`config.mk`:
```
export PLATFORM = sky130hd
export DESIGN_NAME = instr_fetch_unit
export DESIGN_NICKNAME = d
export VERILOG_FILES = /design/src/rtl/instr_fetch_unit_pkg.sv /design/src/rtl/instr_fetch_unit_adder.sv /design/src/rtl/instr_fetch_unit.sv
export SDC_FILE = /design/constraint.sdc
export NUM_CORES = 1
export LEC_CHECK = 0
export ABC_AREA = 1
export CORE_MARGIN = 2
export CORE_UTILIZATION = 42
export DETAILED_ROUTE_END_ITERATION = 10
export PLACE_DENSITY = 0.81
export SYNTH_ARGS = -nofsm -noshare
export SYNTH_HDL_FRONTEND = slang
export SYNTH_SLANG_ARGS = --single-unit
```
`constraint.sdc`:
```
create_clock -name clk_i -period 1.5 [get_ports clk_i]
set_input_delay 0.375 -clock clk_i [delete_from_list [all_inputs] [get_ports clk_i]]
set_output_delay 0.375 -clock clk_i [all_outputs]
set_load 0.02 [all_outputs]
```
`src/rtl/instr_fetch_unit_pkg.sv`:
```
// instr_fetch_unit_pkg: shared state encoding, reset PC default and PC increment
package instr_fetch_unit_pkg;
  typedef enum logic [1:0] {
    S_FETCH = 2'd0,
    S_HOLD  = 2'd1,
    S_DROP  = 2'd2
  } state_t;
  localparam logic [31:0] RESET_PC_DEFAULT = 32'h0000_0000;
  localparam logic [31:0] PC_INC           = 32'd4;
endpackage

```
`src/rtl/instr_fetch_unit_adder.sv`:
```
// instr_fetch_unit_adder: W-bit unsigned adder, wraps modulo 2^W
// Ports: a, b operands; y = a + b
module instr_fetch_unit_adder #(
  parameter int W = 32
) (
  input  logic [W-1:0] a,
  input  logic [W-1:0] b,
  output logic [W-1:0] y
);
  assign y = a + b;
endmodule

```
`src/rtl/instr_fetch_unit.sv`:
```
// instr_fetch_unit: fetches instruction words and holds one for the decode stage
// Ports: clk_i/rst_i clock and sync reset; redirect_i/redirect_pc_i branch target;
// imem_req_o/imem_addr_o/imem_ack_i/imem_data_i memory read; id_* decode handshake and payload
module instr_fetch_unit
  import instr_fetch_unit_pkg::*;
#(
  parameter logic [31:0] RESET_PC = RESET_PC_DEFAULT
) (
  input  logic        clk_i,
  input  logic        rst_i,
  input  logic        redirect_i,
  input  logic [31:0] redirect_pc_i,
  output logic        imem_req_o,
  output logic [31:0] imem_addr_o,
  input  logic        imem_ack_i,
  input  logic [31:0] imem_data_i,
  output logic        id_valid_o,
  input  logic        id_ready_i,
  output logic [31:0] id_instr_o,
  output logic [31:0] id_pc4_o,
  output logic [15:0] id_imm_o
);
  state_t      state, state_next;
  logic [31:0] pc, pc_next, pc_plus4, redir_pc;
  logic        ack, take;

  instr_fetch_unit_adder #(.W(32)) u_adder (
    .a(pc),
    .b(PC_INC),
    .y(pc_plus4)
  );

  // An ack only counts against a request actually on the bus (none right after reset)
  always_comb begin
    ack        = imem_ack_i & imem_req_o;
    redir_pc   = {redirect_pc_i[31:2], 2'b00};
    take       = (state == S_FETCH) & ack & ~redirect_i;
    pc_next    = redirect_i ? redir_pc : take ? pc_plus4 : pc;
    state_next = state;
    if (state == S_FETCH)
      state_next = redirect_i ? ((imem_req_o & ~ack) ? S_DROP : S_FETCH) : (ack ? S_HOLD : S_FETCH);
    else if (state == S_DROP)
      state_next = ack ? S_FETCH : S_DROP;
    else
      state_next = (redirect_i | id_ready_i) ? S_FETCH : S_HOLD;
  end

  // The bus address only moves once the outstanding request is answered
  always_ff @(posedge clk_i) begin
    if (rst_i) begin
      state       <= S_FETCH;
      pc          <= RESET_PC;
      imem_req_o  <= 1'b0;
      imem_addr_o <= RESET_PC;
      id_valid_o  <= 1'b0;
      id_instr_o  <= '0;
      id_pc4_o    <= '0;
    end else begin
      state      <= state_next;
      pc         <= pc_next;
      imem_req_o <= state_next != S_HOLD;
      if (!(imem_req_o && !ack)) imem_addr_o <= pc_next;
      if (take) begin
        id_instr_o <= imem_data_i;
        id_pc4_o   <= pc_plus4;
      end
      id_valid_o <= take | ((state == S_HOLD) & ~redirect_i & ~id_ready_i);
    end
  end

  assign id_imm_o = id_instr_o[15:0];
endmodule

```
==> results.json <==
{
  "status": "finished, violations left",
  "violations": "negative setup slack",
  "synth_most_common_cell": "nand2_1",
  "die_w_um": 121.7,
  "fmax_mhz": 601.0,
  "ys_seq_area_share_pct": 45.38,
  "via_per_inst": 4.973,
  "dp_hpwl_um": 12140,
  "ir_drop_v": 0.0007928,
  "cts_buffer_depth": 2,
  "pwr-share-seq_pct": 41.2,
  "num-fill-cells": 1119,
  "synth_area_leader_cell": "dfxtp_1",
  "maxSlewViolCount": 0,
  "clock_skew_ns": 0.008653,
  "swShare_pct": 25.83,
  "synthCells": 790,
  "whs_ns": 0.2232,
  "ys_ff_latch": 132,
  "gr-usage-met2_pct": 39.87,
  "intPower_mw": 6.903,
  "gp_congestion": 0.8868,
  "ctsHoldBuffers": 0,
  "finalCriticalPeriod_ns": 1.664,
  "cts_root_buffer": "clkbuf_16",
  "ys.flop_type": "dfxtp_1",
  "grt_use_met3_pct": 6.227,
  "grt_pass1_wl_um": 28390,
  "clk_pin_slew_ns": 0.06,
  "fp.dieH_um": 121.7,
  "use_met1_pct": 31.22,
  "p_switching_mw": 2.404,
  "p_leak_nw": 3.799,
  "syn-num-nets": 860,
  "critPathLaunchType": "register",
  "initial_core_util_pct": 42.44,
  "drive_gt1_share_pct": 28.85,
  "comb_power_share_pct": 15.3,
  "clkPwrFrac_pct": 43.4,
  "dr.pass1.iters": 5,
  "diodes": 0,
  "syn_to_final_growth_pct": 55.91,
  "antenna_found_initial": 0,
  "synthTopCellsByArea": "dfxtp_1 (45%), nand2_1 (13%), a21oi_1 (7.8%), o21ai_0 (5.4%), nor2_1 (4.3%)",
  "crit_type": "register to register",
  "synth-async-reset-ratio_pct": 0,
  "drtAntennaViolNets": 0,
  "io_pins": 183,
  "rsz0062_at_grt": "true",
  "endpoint_kind": "register",
  "syn-cell-area_um2": 5823,
  "yosysUniqueCellTypes": 32,
  "setup_slack_ns": -0.1638,
  "maxSlewHeadroom_pct": 79.55,
  "num_rows": 43,
  "crit_arrival_ns": 1.97,
  "yosys_warnings": 0,
  "final_nets": 1092,
  "clkSinkCount": 132,
  "syn_area_per_cell_um2": 7.371,
  "grt_start_max_net_pins": 49,
  "cts_tree": "yes",
  "grt_usage_pct": 24.28,
  "top_usage_layer": "met2",
  "drtIter0Drc": 408,
  "wl_per_cell_um": 15.04,
  "core_um2": 13720,
  "yosys-top-cells-count": "nand2_1 (204), dfxtp_1 (132), a21oi_1 (91)",
  "overflow": 0,
  "finalCritPeriodShare_pct": 110.9,
  "die-area_um2": 14820,
  "yosysTopAreaCellShare_pct": 45.38,
  "clock_latency_ns": 0.42,
  "ctsHtreeMaxLevel": 4,
  "rrSetupSlack_ns": -0.16,
  "drc": 0,
  "drv_cap": 0,
  "cts_buffers": 17,
  "grt_pass1_vias": 5773,
  "port_buffers": 180,
  "setup_viol": 62,
  "required_ns": 1.81,
  "routed_wl_um": 18250,
  "num_vias": 6032,
  "worstMarginPinSlew_ns": 0.3035,
  "power_per_cell_area_nw_per_um2": 1025,
  "synth-edff-count": 0,
  "hold_viol_final": 0,
  "hold_class": "input pin to register",
  "cp_max_fo": 6,
  "total_power_mw": 9.306
}
state kept, by name (all words and copies together), names as in the netlist:
name and cells:
id_instr_o 32, imem_addr_o 32, pc 32, imem_req_o 1
id_valid_o 1, state 2, id_pc4_o 32
worst max-delay path, cell delays in order, from the launching register on:
cell,delay (ns)
dfxtp_2,0.35
buf_4,0.11
inv_1,0.10
nor2_8,0.21
nand2_4,0.10
nor2_4,0.24
nand2_2,0.09
nand3_2,0.11
nand2_1,0.08
o21ai_2,0.08
a21oi_1,0.09
layout make-up:
class                           count  area (um2)  share of cell area, %
Clock buffer                       25       485.5                  5.347
Tap cell                          180       225.2                  2.481
Sequential cell                   132        2654                  29.23
Timing Repair Buffer              272        2451                  27.00
Multi-Input combinational cell    555        3023                  33.30
Inverter                           44       165.2                  1.819
Clock inverter                      5       75.07                 0.8269
worst paths after layout:
path | from | end | cells past startpoint
max | pc[2] | imem_addr_o[15] | 10
min reg2reg | id_pc4_o[25] | id_pc4_o[25] | 2
min | rst_i | imem_req_o | 2
max reg2reg | pc[2] | imem_addr_o[15] | 10
timing repair:
action / CTS / global route
endpoints found under the setup margin: 191 / 160
setup buffers: 10 / 5
gates resized for setup: 200 / 130
hold endpoints to repair: 0 / 0
pin swaps: 26 / 21
metal layers:
| metal | vias to the layer above | part of all wire [%] |
|---|---|---|
| met2 | 216 | 47 |
| met5 | - | 0 |
| met4 | 0 | 2.2 |
| li1 | 3007 | - |
| met3 | 36 | 6.1 |
| met1 | 2773 | 45 |
power by group through the flow:
stage / Clock [mW] / Sequential, mW / Combinational (mW)
global route: 4.22 / 3.86 / 1.54
floorplan: 0 / 4.03 / 0.549
detailed placement: 0 / 3.90 / 1.40
CTS: 4.07 / 3.83 / 1.37
finish: 4.04 / 3.84 / 1.42
global placement: 0 / 3.90 / 1.38
cells by family after synthesis:
| group | Yosys count | synth area share [%] |
|---|---|---|
| and+or+nand+nor | 366 | 28.41 |
| AOI/OAI and AO/OA | 186 | 17.10 |
| DFF | 132 | 45.38 |
| buffers and inverters | 103 | 8.595 |
| xor gates and xnor gates | 2 | 0.3009 |
| adders and majority gates | 1 | 0.2148 |
per-stage QoR:
step	util [%]	instances	setup TNS (ns)	setup slack (ns)	instance area, um2
after CTS	65.17	1208	-1.610	-0.1004	8941
final	66.17	1213	-4.868	-0.1638	9079
after global placement	59.90	1169	-46.00	-0.4308	8218
after global routing	66.17	1213	-10.76	-0.2427	9079
after floorplan	-	790	0	0.03730	5823
after detailed placement	59.90	1169	-52.17	-0.4955	8218
cells in the final DEF, fill, tap and decap left out, types with 3 or more instances in the layout:
| master | netlist | layout |
|---|---|---|
| clkdlybuf4s15_1 | 0 | 39 |
| dfxtp_1 | 132 | 123 |
| o21ai_0 | 63 | 60 |
| clkbuf_8 | 1 | 3 |
| nor2_1 | 66 | 58 |
| dfxtp_2 | 0 | 9 |
| inv_2 | 3 | 5 |
| clkbuf_16 | 0 | 17 |
| o21ai_1 | 10 | 7 |
| nor2_4 | 7 | 14 |
| or2_2 | 15 | 15 |
| nand3_2 | 6 | 17 |
| buf_4 | 25 | 73 |
| dlygate4sd2_1 | 0 | 43 |
| clkbuf_2 | 0 | 29 |
| nand2_1 | 204 | 184 |
| a21oi_1 | 91 | 75 |
| nand2_4 | 3 | 4 |
| nor2_2 | 8 | 9 |
| buf_6 | 0 | 10 |
| a21oi_2 | 11 | 26 |
| o21bai_1 | 7 | 6 |
| clkbuf_1 | 24 | 5 |
| inv_1 | 40 | 38 |
| nand3_1 | 36 | 23 |
| nand2_2 | 14 | 32 |
| clkinv_2 | 0 | 3 |
| o21ai_2 | 0 | 6 |
| clkdlybuf4s50_1 | 0 | 63 |
| buf_12 | 0 | 9 |
No activity file was read; power rests on OpenSTA's default activity.
